--- config.mk ---
export PLATFORM = sky130hd
export DESIGN_NAME = uart_rx
export DESIGN_NICKNAME = d
export VERILOG_FILES = /design/src/rtl/uart_rx.sv
export SDC_FILE = /design/constraint.sdc
export NUM_CORES = 1
export LEC_CHECK = 0
export CAP_MARGIN = 20
export CORE_ASPECT_RATIO = 0.5
export CORE_MARGIN = 2
export CORE_UTILIZATION = 42
export DETAILED_ROUTE_END_ITERATION = 16
export PLACE_DENSITY = 0.63
export SYNTH_ARGS = -nofsm -noshare
export SYNTH_HDL_FRONTEND = slang
export SYNTH_SLANG_ARGS = --single-unit
--- constraint.sdc ---
create_clock -name clk -period 2.2 [get_ports clk]
set_clock_uncertainty 0.1 [all_clocks]
set_input_delay 0.44 -clock clk [delete_from_list [all_inputs] [get_ports clk]]
set_output_delay 0.44 -clock clk [all_outputs]
set_load 0.05 [all_outputs]
--- src/rtl/uart_rx.sv ---
// 8N1-style UART receiver: two-flop synchronizer, mid-bit sampling, one-cycle valid/error pulses.
// Optional even-parity check (PARITY state and parity_err_o port) is enabled by defining UART_RX_PARITY_EN.
`timescale 1ns/1ps

module uart_rx #(
  parameter int CLK_FREQ  = 100_000_000,
  parameter int BAUD      = 115_200,
  parameter int DATA_BITS = 8
) (
  input  logic                 clk,
  input  logic                 rst,
  input  logic                 rx_i,
  output logic [DATA_BITS-1:0] data_o,
  output logic                 valid_o,
  output logic                 frame_err_o,
`ifdef UART_RX_PARITY_EN
  output logic                 parity_err_o,
`endif
  output logic                 busy_o
);

  localparam int CLKS_PER_BIT = CLK_FREQ / BAUD;
  localparam int CNT_W        = $clog2(CLKS_PER_BIT);
  localparam int BIT_W        = $clog2(DATA_BITS + 1);

  localparam logic [CNT_W-1:0] HALF_LAST = CNT_W'(CLKS_PER_BIT / 2 - 1);
  localparam logic [CNT_W-1:0] FULL_LAST = CNT_W'(CLKS_PER_BIT - 1);
  localparam logic [BIT_W-1:0] LAST_BIT  = BIT_W'(DATA_BITS - 1);

`ifdef UART_RX_PARITY_EN
  typedef enum logic [2:0] {IDLE, START, DATA, PARITY, STOP, BREAK} state_t;
`else
  typedef enum logic [2:0] {IDLE, START, DATA, STOP, BREAK} state_t;
`endif

  state_t               state;
  logic [CNT_W-1:0]     baud_cnt;
  logic [BIT_W-1:0]     bit_cnt;
  logic [DATA_BITS-1:0] shift_reg;
  logic                 rx_meta;
  logic                 rx_s;
`ifdef UART_RX_PARITY_EN
  logic                 parity_bit;
`endif

  // Idle-high line: both stages reset to 1 so reset never looks like a start bit.
  always_ff @(posedge clk) begin
    if (rst) begin
      rx_meta <= 1'b1;
      rx_s    <= 1'b1;
    end else begin
      // NOTE: non-blocking assignments make each flop sample the pre-edge value,
      // which is what gives two real synchronizer stages instead of one.
      rx_meta <= rx_i;
      rx_s    <= rx_meta;
    end
  end

  always_ff @(posedge clk) begin
    if (rst) begin
      state       <= IDLE;
      baud_cnt    <= '0;
      bit_cnt     <= '0;
      shift_reg   <= '0;
      data_o      <= '0;
      valid_o     <= 1'b0;
      frame_err_o <= 1'b0;
      busy_o      <= 1'b0;
`ifdef UART_RX_PARITY_EN
      parity_bit   <= 1'b0;
      parity_err_o <= 1'b0;
`endif
    end else begin
      valid_o     <= 1'b0;
      frame_err_o <= 1'b0;
`ifdef UART_RX_PARITY_EN
      parity_err_o <= 1'b0;
`endif
      case (state)
        IDLE: begin
          if (!rx_s) begin
            state    <= START;
            baud_cnt <= '0;
            busy_o   <= 1'b1;
          end
        end

        // A start bit that is high again at its midpoint was a glitch.
        START: begin
          if (baud_cnt == HALF_LAST) begin
            baud_cnt <= '0;
            if (!rx_s) begin
              state   <= DATA;
              bit_cnt <= '0;
            end else begin
              state  <= IDLE;
              busy_o <= 1'b0;
            end
          end else begin
            baud_cnt <= baud_cnt + 1'b1;
          end
        end

        DATA: begin
          if (baud_cnt == FULL_LAST) begin
            baud_cnt  <= '0;
            shift_reg <= {rx_s, shift_reg[DATA_BITS-1:1]};
            bit_cnt   <= bit_cnt + 1'b1;
            if (bit_cnt == LAST_BIT) begin
`ifdef UART_RX_PARITY_EN
              state <= PARITY;
`else
              state <= STOP;
`endif
            end
          end else begin
            baud_cnt <= baud_cnt + 1'b1;
          end
        end

`ifdef UART_RX_PARITY_EN
        PARITY: begin
          if (baud_cnt == FULL_LAST) begin
            baud_cnt   <= '0;
            parity_bit <= rx_s;
            state      <= STOP;
          end else begin
            baud_cnt <= baud_cnt + 1'b1;
          end
        end
`endif

        // IDLE is re-armed in the same cycle the pulse fires, so back-to-back frames are kept.
        STOP: begin
          if (baud_cnt == FULL_LAST) begin
            baud_cnt <= '0;
            if (rx_s) begin
              data_o  <= shift_reg;
              valid_o <= 1'b1;
`ifdef UART_RX_PARITY_EN
              parity_err_o <= ^{shift_reg, parity_bit};
`endif
              state   <= IDLE;
              busy_o  <= 1'b0;
            end else begin
              frame_err_o <= 1'b1;
              state       <= BREAK;
            end
          end else begin
            baud_cnt <= baud_cnt + 1'b1;
          end
        end

        BREAK: begin
          if (rx_s) begin
            state  <= IDLE;
            busy_o <= 1'b0;
          end
        end

        default: begin
          state  <= IDLE;
          busy_o <= 1'b0;
        end
      endcase
    end
  end

endmodule
==> impl_metrics.env, run 1 <==
export IMPL_status="finished clean"
export IMPL_synth_cells=204
export IMPL_h_tree_depth=2
export IMPL_die_area_mm2=0.004684
export IMPL_die_h_um=49.41
export IMPL_synth_area_per_cell_um2=8.489
export IMPL_end_kind="flop"
export IMPL_hp_class="reg -> reg"
export IMPL_fillers=372
export IMPL_yosys_warnings=0
export IMPL_p_comb_frac=0.070
export IMPL_fin_setup_tns_ns=0
export IMPL_cts_tree="yes"
export IMPL_synthTopCellsByCount="38 x dfxtp_1, 32 x nand2_1, 25 x nor2_1"
export IMPL_seqPwrFrac=0.461
export IMPL_synthTopCellsByArea="dfxtp_1 44%, nand2_1 6.9%, nor2_1 5.4%, a21oi_1 4.6%, mux2i_1 4.6%"
export IMPL_crit_required_ns=2.32
export IMPL_grt_setup_unrepaired="true"
export IMPL_clk_pin_slew_ns=0.08
export IMPL_finalPower_mw=1.527
export IMPL_synth_cell_types=43
export IMPL_layout_drive_gt1_share=0.1949
export IMPL_grt_max_degree=23
export IMPL_hold_slack_ns=0.3207
export IMPL_syn_nets=210
export IMPL_dieWidth_um=94.81
export IMPL_maxCapViolations=0
export IMPL_worst_pin_slew_ns=0.5243
export IMPL_design_area_mm2=0.002206
export IMPL_cpMaxStageDelayCell="or4bb_4"
export IMPL_max_slew_margin=0.6505
export IMPL_drt_pass1_iter_count=4
export IMPL_fin_crit_ns=2.173
export IMPL_dp_slack_ns=-0.004608
export IMPL_cp_max_fo=6
export IMPL_max_vdd_ir_drop_v=0.0002860
export IMPL_p_int_mw=1.198
export IMPL_yosysTopAreaCell="dfxtp_1"
export IMPL_grt_pass1_vias=1452
export IMPL_antenna_left=0
export IMPL_p_clk_frac=0.469
export IMPL_io_pins=14
export IMPL_clock_fmax_mhz=460.2
export IMPL_cts_path_max_buffers=2
export IMPL_dpl_cell_area_mm2=0.002019
export IMPL_syn_to_final_growth_pct=27.38
export IMPL_worst_setup_path_start_kind="flop"
export IMPL_crit_arrival_ns=2.29
export IMPL_post_route_period_util=0.9876
export IMPL_switching_share=0.2160
export IMPL_critPathMaxStageDelay_ns=0.47
export IMPL_wl_per_cell_um=13.04
export IMPL_synth_top_cell_area_share=0.4393
export IMPL_netlist_area_mm2=0.001732
export IMPL_core_area_mm2=0.003924
export IMPL_synth_edf_count=0
export IMPL_cts_buffers=5
export IMPL_hold_violations=0
export IMPL_wl_um=3782
export IMPL_crit_type="reg -> reg"
export IMPL_fin_nets=241
export IMPL_grt_util_all_layers=0.1800
export IMPL_crit_start="baud_cnt[0]"
export IMPL_setup_ws_ns=0.02722
export IMPL_synthArstFlopShare=0
export IMPL_ys_flop_type="dfxtp_1"
export IMPL_diodes=0
export IMPL_vias=1530
export IMPL_largest_reg_flops=10
export IMPL_synth_most_common_cell="dfxtp_1"
export IMPL_root_buffer="clkbuf_8"
export IMPL_net_switching_power_mw=0.3299
export IMPL_power_density_mw_per_mm2=692.5
export IMPL_finalSetupViolations=0
export IMPL_antenna_found_initial=0
export IMPL_drtIter0Drc=84
export IMPL_place_hpwl_um=2680
export IMPL_overflow=0
export IMPL_portBuffers=13
export IMPL_drv_slew=0
export IMPL_drc=0
export IMPL_ys_ff_latch=38
export IMPL_routed_via_density=5.276
export IMPL_cts_sinks=38
export IMPL_rows=16
export IMPL_leakagePower_nw=0.7733
export IMPL_grt_pass1_wl_um=6444
export IMPL_gp_congestion=0.8426
export IMPL_hp_start="rx_meta"
export IMPL_clkLatencyLatePin_ns=0.29
export IMPL_initial_core_util=0.4413
export IMPL_crit_chain="ha_1 -> or4bb_4 -> or3_4 -> nor3_4 -> buf_4 -> nor2_1 -> a211oi_2"
export IMPL_rr_startpoint="baud_cnt[0]"
export IMPL_seq_area_frac_synth=0.4393
==> worst max-delay path, delay by kind of cell, from the launching register on <==
kind                       cells  cell delay (ns)
adders and majority gates      1             0.15
DFF                            1             0.33
AOI/OAI and AO/OA              1             0.20
buffers and inverters          1             0.17
and+or+nand+nor                4             1.15
==> final timing paths <==
path / end / slack, ns / cells past startpoint
worst max-delay path: bit_cnt[0] / 0.03 / 7
worst min-delay path: rx_s / 0.32 / 1
worst min register to register: rx_s / 0.32 / 1
worst max register to register: bit_cnt[0] / 0.03 / 7
==> layer usage <==
layer	track usage	up-vias	wire length, µm
li1	-	778	-
met1	0.2282	710	1775
met2	0.2967	36	1770
met3	0.05100	6	187
met4	0.05797	0	49
met5	0	-	0
==> kinds of logic after synthesis <==
logic type | share of synthesized area
and+or+nand+nor | 0.2796
buffers and inverters | 0.04119
adders and majority gates | 0.02168
DFF | 0.4393
muxes | 0.04624
AOI/OAI and AO/OA | 0.1517
xor gates and xnor gates | 0.02023
==> through the flow <==
| stage | utilization | cells |
|---|---|---|
| final | 0.5622 | 290 |
| after global routing | 0.5622 | 290 |
| after CTS | 0.5564 | 290 |
| after detailed placement | 0.5147 | 280 |
| after global placement | 0.5147 | 280 |
| after floorplan | - | 204 |
==> timing repair <==
action,CTS,global route
endpoints found under the setup margin,4,23
hold buffers,0,0
buffers inserted,2,0
pin swaps,6,4
hold endpoints to repair,0,0
gates cloned,0,0
gates resized for setup,4,5
==> power by group through the flow <==
| stage | Sequential, mW | Clock [mW] | Combinational (mW) |
|---|---|---|---|
| after floorplan | 0.726 | 0 | 0.0604 |
| after global placement | 0.719 | 0 | 0.103 |
| after detailed placement | 0.720 | 0 | 0.106 |
| after CTS | 0.704 | 0.732 | 0.107 |
| after global routing | 0.707 | 0.770 | 0.119 |
| final | 0.704 | 0.716 | 0.107 |
==> layout make-up <==
type | instances | area [µm²] | share of cell area
Clock buffer | 5 | 68.82 | 0.03120
Clock inverter | 3 | 68.82 | 0.03120
Inverter | 3 | 11.26 | 0.005105
Multi-Input combinational cell | 152 | 925.9 | 0.4197
Sequential cell | 38 | 764.5 | 0.3466
Tap cell | 54 | 67.56 | 0.03063
Timing Repair Buffer | 35 | 299.0 | 0.1356
==> cell usage in the layout, fill, tap and decap left out, types with 2 or more instances in the layout <==
cell type	n
a211oi_1	3
a21oi_1	15
a311oi_1	2
a31oi_1	5
buf_4	21
bufinv_16	2
clkbuf_8	5
clkdlybuf4s50_1	13
dfxtp_1	35
dfxtp_2	3
ha_1	3
inv_1	3
mux2i_1	8
nand2_1	32
nand2b_1	4
nand3_1	7
nor2_1	25
nor2b_1	2
nor3_1	3
nor3_4	2
o21ai_0	8
o22ai_1	2
or2_2	3
or3_1	3
xor2_1	3
No activity file was read; power rests on OpenSTA's default activity.
==> run 2, diff against run 1 <==
--- a/config.mk
+++ b/config.mk
@@ -9,6 +9,7 @@
 export CORE_ASPECT_RATIO = 0.5
 export CORE_MARGIN = 2
 export CORE_UTILIZATION = 42
+export CTS_BUF_LIST = sky130_fd_sc_hd__clkbuf_8
 export DETAILED_ROUTE_END_ITERATION = 16
 export PLACE_DENSITY = 0.63
 export SYNTH_ARGS = -nofsm -noshare
==> results of run 2 <==
Same layout as run 1: the final DEF is identical, and so are final timing and power.
